File: config.mk
export PLATFORM = sky130hd
export DESIGN_NAME = ps2_rx_frame
export DESIGN_NICKNAME = d
export VERILOG_FILES = /design/src/rtl/ps2_rx_frame.sv
export SDC_FILE = /design/constraint.sdc
export NUM_CORES = 1
export LEC_CHECK = 0
export CAP_MARGIN = 20
export CORE_ASPECT_RATIO = 1.5
export CORE_MARGIN = 2
export CORE_UTILIZATION = 40
export DETAILED_ROUTE_END_ITERATION = 7
export SYNTH_ARGS = -nofsm -noshare
export SYNTH_HDL_FRONTEND = slang
export SYNTH_SLANG_ARGS = --single-unit
File: constraint.sdc
create_clock -name Clk -period 1.7 [get_ports Clk]
set_clock_uncertainty 0.1 [all_clocks]
set_input_delay 0.255 -clock Clk [delete_from_list [all_inputs] [get_ports Clk]]
set_output_delay 0.255 -clock Clk [all_outputs]
set_load 0.005 [all_outputs]
File: src/rtl/ps2_rx_frame.sv
// rtl/ps2_rx_frame.sv - PS/2 device-to-host frame receiver with clock glitch filter
module ps2_rx_frame #(
    parameter int FILT_LEN = 4,
    parameter int TIMEOUT  = 5000,
    parameter int TO_W     = 13
) (
    input  logic       Clk,
    input  logic       Rst,
    input  logic       M_CLK,
    input  logic       M_Dat,
    input  logic       En,
    output logic [7:0] Dato,
    output logic       Dato_valido,
    output logic       Error_paridad,
    output logic       Error_trama,
    output logic       Ocupado
);

    typedef enum logic [1:0] {
        IDLE = 2'd0,
        RECV = 2'd1,
        DONE = 2'd2
    } state_t;

    localparam logic [TO_W-1:0] TO_MAX = TO_W'(TIMEOUT - 1);

    logic                clk_s1, clk_s2, dat_s1, dat_s2;
    logic [FILT_LEN-1:0] filt_sr;
    logic                filt_clk, filt_prev;
    logic                fall;

    state_t              state, state_n;
    logic [3:0]          bit_cnt, bit_cnt_n;
    logic [TO_W-1:0]     to_cnt, to_cnt_n;
    logic [9:0]          shreg, shreg_n;
    logic [7:0]          dato_n;
    logic                valid_n, perr_n, ferr_n;

    assign fall = filt_prev & ~filt_clk;

    // Front end: sync flops, tap filter and edge history all idle high like the bus
    always_ff @(posedge Clk) begin
        if (Rst) begin
            clk_s1    <= 1'b1;
            clk_s2    <= 1'b1;
            dat_s1    <= 1'b1;
            dat_s2    <= 1'b1;
            filt_sr   <= '1;
            filt_clk  <= 1'b1;
            filt_prev <= 1'b1;
        end else begin
            clk_s1    <= M_CLK;
            clk_s2    <= clk_s1;
            dat_s1    <= M_Dat;
            dat_s2    <= dat_s1;
            filt_sr   <= {filt_sr[FILT_LEN-2:0], clk_s2};
            filt_prev <= filt_clk;
            if (filt_sr == '0) begin
                filt_clk <= 1'b0;
            end else if (&filt_sr) begin
                filt_clk <= 1'b1;
            end
        end
    end

    always_comb begin
        state_n   = state;
        bit_cnt_n = bit_cnt;
        to_cnt_n  = '0;
        shreg_n   = shreg;
        dato_n    = Dato;
        valid_n   = 1'b0;
        perr_n    = 1'b0;
        ferr_n    = 1'b0;
        if (!En) begin
            state_n   = IDLE;
            bit_cnt_n = 4'd0;
        end else begin
            case (state)
                IDLE: begin
                    if (fall && !dat_s2) begin
                        state_n   = RECV;
                        bit_cnt_n = 4'd0;
                    end
                end
                RECV: begin
                    // A fall always beats a timeout landing in the same cycle
                    if (fall) begin
                        shreg_n   = {dat_s2, shreg[9:1]};
                        bit_cnt_n = bit_cnt + 4'd1;
                        if (bit_cnt == 4'd9) begin
                            state_n = DONE;
                            if (!dat_s2) begin
                                ferr_n = 1'b1;
                            end else if (^shreg_n[8:0] == 1'b0) begin
                                perr_n = 1'b1;
                            end else begin
                                valid_n = 1'b1;
                                dato_n  = shreg_n[7:0];
                            end
                        end
                    end else if (to_cnt == TO_MAX) begin
                        state_n = IDLE;
                        ferr_n  = 1'b1;
                    end else begin
                        to_cnt_n = to_cnt + 1'b1;
                    end
                end
                DONE:    state_n = IDLE;
                default: state_n = IDLE;
            endcase
        end
    end

    // Strobes are registered on the deciding edge so they appear in the DONE cycle
    always_ff @(posedge Clk) begin
        if (Rst) begin
            state         <= IDLE;
            bit_cnt       <= 4'd0;
            to_cnt        <= '0;
            shreg         <= '0;
            Dato          <= 8'h00;
            Dato_valido   <= 1'b0;
            Error_paridad <= 1'b0;
            Error_trama   <= 1'b0;
            Ocupado       <= 1'b0;
        end else begin
            state         <= state_n;
            bit_cnt       <= bit_cnt_n;
            to_cnt        <= to_cnt_n;
            shreg         <= shreg_n;
            Dato          <= dato_n;
            Dato_valido   <= valid_n;
            Error_paridad <= perr_n;
            Error_trama   <= ferr_n;
            Ocupado       <= (state_n == RECV);
        end
    end

endmodule

==> summary.txt, run 1 <==
Run status
  • Status: finished, violations left
  • Failing checks: setup timing

Yosys
  • Main synth FF type: dfxtp_1
  • Yosys top cell area share: 50.3%
  • Synthesis Warnings: 0
  • Fraction of registers with async set/reset: 0%
  • EDFF count, synth: 0
  • Synth cell types: 35
  • Most frequent cell after synthesis: dfxtp_1
  • Post-synth top cells: dfxtp_1 (50), nor2_1 (34), xor2_1 (11)
  • Largest area contributor in the netlist: dfxtp_1
  • Number of synthesized register bits: 50
  • Area contributors post-synth: dfxtp_1 (50%), nor2_1 (6.4%), xor2_1 (4.8%)
  • Post-synthesis sequential area ratio: 50.3%
  • Syn Inst Count: 204
  • Post-synthesis net count: 212
  • Syn Std Cell Area: 1990 um2
  • Syn_area_per_cell: 9.75 um2

Clock network
  • Clk root buf: clkbuf_8
  • H-tree depth: 2
  • CTS Buf Count: 5
  • Hold_buf cts: 0
  • Clk sinks: 50
  • Skew-Pair Late Insertion Delay: 300 ps
  • Clk pin slew, worst setup/hold paths: 90 ps
  • Longest Clk Path Bufs: 2
  • CTS tree: done

Cells and area
  • N_diodes: 0
  • Final Instance Area: 2680 um2
  • Area grow syn2layout: 34.6%
  • Final nets: 259
  • Fin cells: 318
  • Share of cells above drive strength 1: 29.4%

Setup path
  • Startpoint types: flop
  • Worst EP required: 1790 ps
  • Worst Setup End Kind: flop
  • Worst endpoint data arrival time: 1900 ps
  • Crit Path Class: flop to flop
  • CP max FO: 7

Global route
  • Largest net degree at the start of global routing: 18
  • GRT Overall Usage: 15.4%
  • Vias in the first global route: 1,478
  • First-pass GRT wire length: 6510 um
  • Initial antenna violation count: 0
  • Grt total ovfl: 0

STA
  • Hold Violations, Final: 0
  • Setup violations, final: 23
  • Rel. slew slack: 73.1%
  • Tightest Pin Transition: 400 ps
  • Worst hold slack: 313 ps
  • PnR worst setup slack: -108 ps
  • RSZ-0062 raised after global routing: true
  • Fmax: 0.553 GHz
  • Slew Viols, Final: 0
  • Final critical-path required period: 1810 ps
  • Final cycle utilization of the critical path: 106%

Route
  • Via/cell ratio: 4.77
  • Residual DRC: 0
  • DRT Wirelength: 3840 um
  • Vias: 1,516
  • Post-route antenna net violation count: 0
  • Drt first-iter violations: 60
  • TritonRoute pass-1 iters: 4
  • Avg WL per Cell: 12.1 um

Floorplan
  • Die span in x: 61.6 um
  • IO Count: 17
  • Die Y-Extent: 90.3 um
  • Starting Density: 41.3%
  • Core Footprint: 4810 um2
  • Die ar.: 5560 um2
  • Std cell rows: 31

Place
  • Final HPWL DP: 2570 um
  • Placed instance area: 2390 um2
  • Port bufs: 16
  • Final Wtd Congestion: 0.802
  • Dpl cells: 306

Hold path
  • Worst min-delay path class: flop to flop

Flow run
  • Number of max-cap violations: 0

Power and ir drop
  • PD cells: 759 nW/um2
  • Pleak: 0.00103 uW
  • VDD IR-drop max: 0.374 mV
[flip-flops by register name, indices dropped and copies added, names as in the netlist]
signal / cells
bit_cnt: 4
filt_clk: 1
Dato_valido: 1
filt_sr: 4
clk_s1: 1
filt_prev: 1
shreg: 9
to_cnt: 13
clk_s2: 1
dat_s1: 1
Ocupado: 1
state: 2
Error_trama: 1
dat_s2: 1
Dato: 8
Error_paridad: 1
[through the flow]
stage               worst slack, ps  TNS [ps]  utilization (%)  power [uW]
floorplan                     0.932         0                -        1220
global placement               -143     -2520             49.7        1250
detailed placement             -172     -3090             49.7        1250
CTS                            -142     -2080             54.4        2060
global route                   -173     -3500             55.6        2130
finish                         -108     -1680             55.6        2030
[cells in the final DEF, fill, tap and decap left out, types with 2 or more instances in the layout]
cell type / instances
xnor2_1: 6
dfxtp_2: 7
a2bb2oi_2: 6
nor2_1: 31
or3_1: 2
buf_4: 27
nor2b_1: 4
nor3_1: 4
a21oi_1: 6
clkbuf_8: 5
or2_2: 9
nand2_1: 7
nand4_1: 7
nand2b_1: 10
nor2_2: 3
clkdlybuf4s50_1: 16
xor2_1: 10
nand3_4: 2
inv_1: 5
mux2i_1: 8
xnor2_2: 2
nand3_1: 5
nand2b_4: 2
ha_1: 3
dfxtp_1: 43
[timing repair]
action                                  CTS  global route
buffers inserted                          2             1
pin swaps                                16             9
endpoints found under the setup margin   23            24
gates cloned                              1             0
hold endpoints to repair                  0             0
resized for setup                        18            12
[critical path, stage by stage (launching register included)]
cell and delay (ps):
dfxtp_2 340, xnor2_2 160, xnor3_2 500, xor2_4 250
nand3_4 180, a2bb2oi_2 180
[logic make-up after synthesis]
kind of cell	synth area share, %
AOI/OAI and AO/OA	6.67
xor gates and xnor gates	10.4
DFF	50.3
adders and majority gates	1.89
and+or+nand+nor	24.2
buffers and inverters	2.52
muxes	4.03
[final timing paths]
path | from | end | slack (ps) | cells past startpoint
max | shreg[9]$_SDFFE_PP0P_ | Dato[3]$_SDFFE_PP0P_ | -110 | 5
max reg2reg | shreg[9]$_SDFFE_PP0P_ | Dato[3]$_SDFFE_PP0P_ | -110 | 5
min reg2reg | clk_s2$_SDFF_PP1_ | filt_sr[0]$_SDFF_PP1_ | 310 | 1
min | clk_s2$_SDFF_PP1_ | filt_sr[0]$_SDFF_PP1_ | 310 | 1
[area by class of cell]
| cell class | count | area [um2] |
|---|---|---|
| fillers | 428 | 2130 |
| multi-input cells | 144 | 1080 |
| flip-flops and latches | 50 | 1010 |
| repair buffers | 44 | 374 |
| well taps | 66 | 82.6 |
| clock buffers | 6 | 72.6 |
| clock inverters | 2 | 37.5 |
| inverters | 6 | 22.5 |
[report_power, final]
part           internal [uW]  total (uW)  switching (uW)
logic                   22.3        39.5            17.2
registers               1180        1180            3.84
clock network            439         811             372
[per-layer routing]
metal / GRT usage [%] / wire [um] / up-vias
met2: 26.1 / 2020 / 19
met1: 17.8 / 1670 / 713
met3: 4.30 / 97 / 4
met4: 5.14 / 49 / 0
met5: 0 / 0 / -
li1: - / - / 780
No activity file was read; power rests on OpenSTA's default activity.
==> run 2, diff against run 1 <==
--- a/config.mk
+++ b/config.mk
@@ -7,7 +7,6 @@
 export LEC_CHECK = 0
 export CAP_MARGIN = 20
 export CORE_ASPECT_RATIO = 1.5
-export CORE_MARGIN = 2
 export CORE_UTILIZATION = 40
 export DETAILED_ROUTE_END_ITERATION = 7
 export SYNTH_ARGS = -nofsm -noshare
==> run 2 against run 1 <==
Global-route usage up 0.39 points. The flow still finishes with violations (setup timing). Combinational power down 10%. Clock power down 11%. Final area down 2.7%. Cell count down 1.3%. Worst setup slack better by 33 ps. Highest routed layer unchanged.
==> summary.txt, run 2 (synthesized netlist as in run 1, its figures left out) <==
Cells and area
  • N_diodes: 0
  • Area grow syn2layout: 31.0%
  • Register name with the most flops: to_cnt
  • Share of cells above drive strength 1: 25.8%
  • Commonest non-fill, non-tap cell in the layout: dfxtp_1
  • Final nets: 255
  • Final Instance Area: 2600 um2
  • Max reg flops: 13
  • Regs by FF count: to_cnt (13), shreg (9), Dato (8)
  • Most frequent cells in the layout: dfxtp_1 (46), nor2_1 (30), buf_4 (22)

Clock network
  • CTS Buf Count: 5
  • Clk root buf: clkbuf_8
  • H-tree depth: 2
  • Clk pin slew, worst setup/hold paths: 90 ps
  • Longest Clk Path Bufs: 2
  • Hold_buf cts: 0
  • CTS tree: done
  • Clk sinks: 50
  • Skew-Pair Late Insertion Delay: 310 ps

Hold path
  • Worst min-delay path class: flop to flop

Power and ir drop
  • VDD IR-drop max: 0.474 mV
  • Pleak: 0.00103 uW
  • PD cells: 743 nW/um2

STA
  • Final cycle utilization of the critical path: 104%
  • Final critical-path required period: 1780 ps
  • Setup violations, final: 10
  • Fmax: 0.563 GHz
  • Slew Viols, Final: 0
  • Worst hold slack: 313 ps
  • Rel. slew slack: 72.0%
  • Tightest Pin Transition: 417 ps
  • RSZ-0062 raised after global routing: true
  • PnR worst setup slack: -75.3 ps
  • Hold Violations, Final: 0

Route
  • Residual DRC: 0
  • Vias: 1,492
  • Post-route antenna net violation count: 0
  • Via/cell ratio: 4.75
  • Drt first-iter violations: 31
  • DRT Wirelength: 3710 um
  • Avg WL per Cell: 11.8 um
  • TritonRoute pass-1 iters: 4

Run status
  • Failing checks: setup timing
  • Status: finished, violations left

Setup path
  • CP max FO: 7
  • Crit Path Class: flop to flop
  • Worst endpoint data arrival time: 1880 ps
  • Worst Setup End Kind: flop
  • Worst EP required: 1800 ps
  • R2R Setup Slk: -80 ps
  • Startpoint types: flop

Global route
  • First-pass GRT wire length: 6200 um
  • GRT Overall Usage: 15.8%
  • Initial antenna violation count: 0
  • Largest net degree at the start of global routing: 28
  • Grt total ovfl: 0
  • Vias in the first global route: 1,363

Place
  • Port bufs: 16
  • Final HPWL DP: 2570 um
  • Placed instance area: 2380 um2
  • Final Wtd Congestion: 0.796

Floorplan
  • Die Y-Extent: 88.3 um
  • Core Footprint: 4810 um2
  • Starting Density: 41.3%
  • Die span in x: 59.6 um
  • IO Count: 17
  • Std cell rows: 31
  • Die ar.: 5260 um2

Flow run
  • Number of max-cap violations: 0
## run 2: cell types whose count changed in the layout (fill, tap and decap cells not counted), moves of 2 or more
cell / previous run / this run
a2bb2oi_1: 1 / 6
a2bb2oi_2: 6 / 1
buf_4: 27 / 22
dfxtp_1: 43 / 46
dfxtp_2: 7 / 4
nor4_2: 0 / 2
## run 2: routing by layer
| layer | wire length (um) | track usage [%] | vias up |
|---|---|---|---|
| met2 | 1900 | 26.9 | 11 |
| li1 | - | - | 777 |
| met3 | 65 | 3.51 | 7 |
| met5 | 0 | 0 | - |
| met1 | 1650 | 18.2 | 697 |
| met4 | 89 | 8.25 | 0 |
## run 2: cell type report
class / count / area, um2
Clock buffer: 6 / 82.6
Clock inverter: 2 / 12.5
Fill cell: 483 / 2210
Inverter: 6 / 22.5
Multi-Input combinational cell: 144 / 1050
Sequential cell: 50 / 1010
Tap cell: 66 / 82.6
Timing Repair Buffer: 40 / 348
## run 2: metrics by stage
| step | setup WS (ps) | std cells | setup TNS, ps | total power [uW] | util (%) |
|---|---|---|---|---|---|
| after floorplan | 0.932 | 204 | 0 | 1220 | - |
| after global placement | -102 | 304 | -1870 | 1240 | 49.4 |
| after detailed placement | -131 | 304 | -2440 | 1240 | 49.4 |
| after CTS | -91.3 | 314 | -832 | 1960 | 53.3 |
| after global routing | -164 | 314 | -2610 | 2010 | 54.1 |
| final | -75.3 | 314 | -624 | 1940 | 54.1 |
## run 2: final timing paths
path / to / depth (start not counted) / startpoint
setup / recovery: Dato[1]$_SDFFE_PP0P_ / 5 / shreg[3]$_SDFFE_PP0P_
hold / removal: filt_sr[0]$_SDFF_PP1_ / 1 / clk_s2$_SDFF_PP1_
setup reg to reg: Dato[1]$_SDFFE_PP0P_ / 5 / shreg[3]$_SDFFE_PP0P_
hold reg to reg: filt_sr[0]$_SDFF_PP1_ / 1 / clk_s2$_SDFF_PP1_
## run 2: worst max-delay path, stage by stage (launching register included)
cell	delay [ps]
dfxtp_2	360
xor2_2	150
xnor3_2	500
xor2_4	250
nand3_4	150
a2bb2oi_1	160
## run 2: report_power, final
group / switching, uW / internal (uW)
Combinational: 15.9 / 19.4
Sequential: 3.77 / 1180
Clock: 393 / 328
Total: 412 / 1520
## run 2: timing repair
action                                 CTS  global route
endpoints found under the hold margin    0             0
pin swaps                                9            10
setup endpoints to repair               23            24
cloned                                   1             0
gates resized for setup                 14            10
setup buffers                            1             0
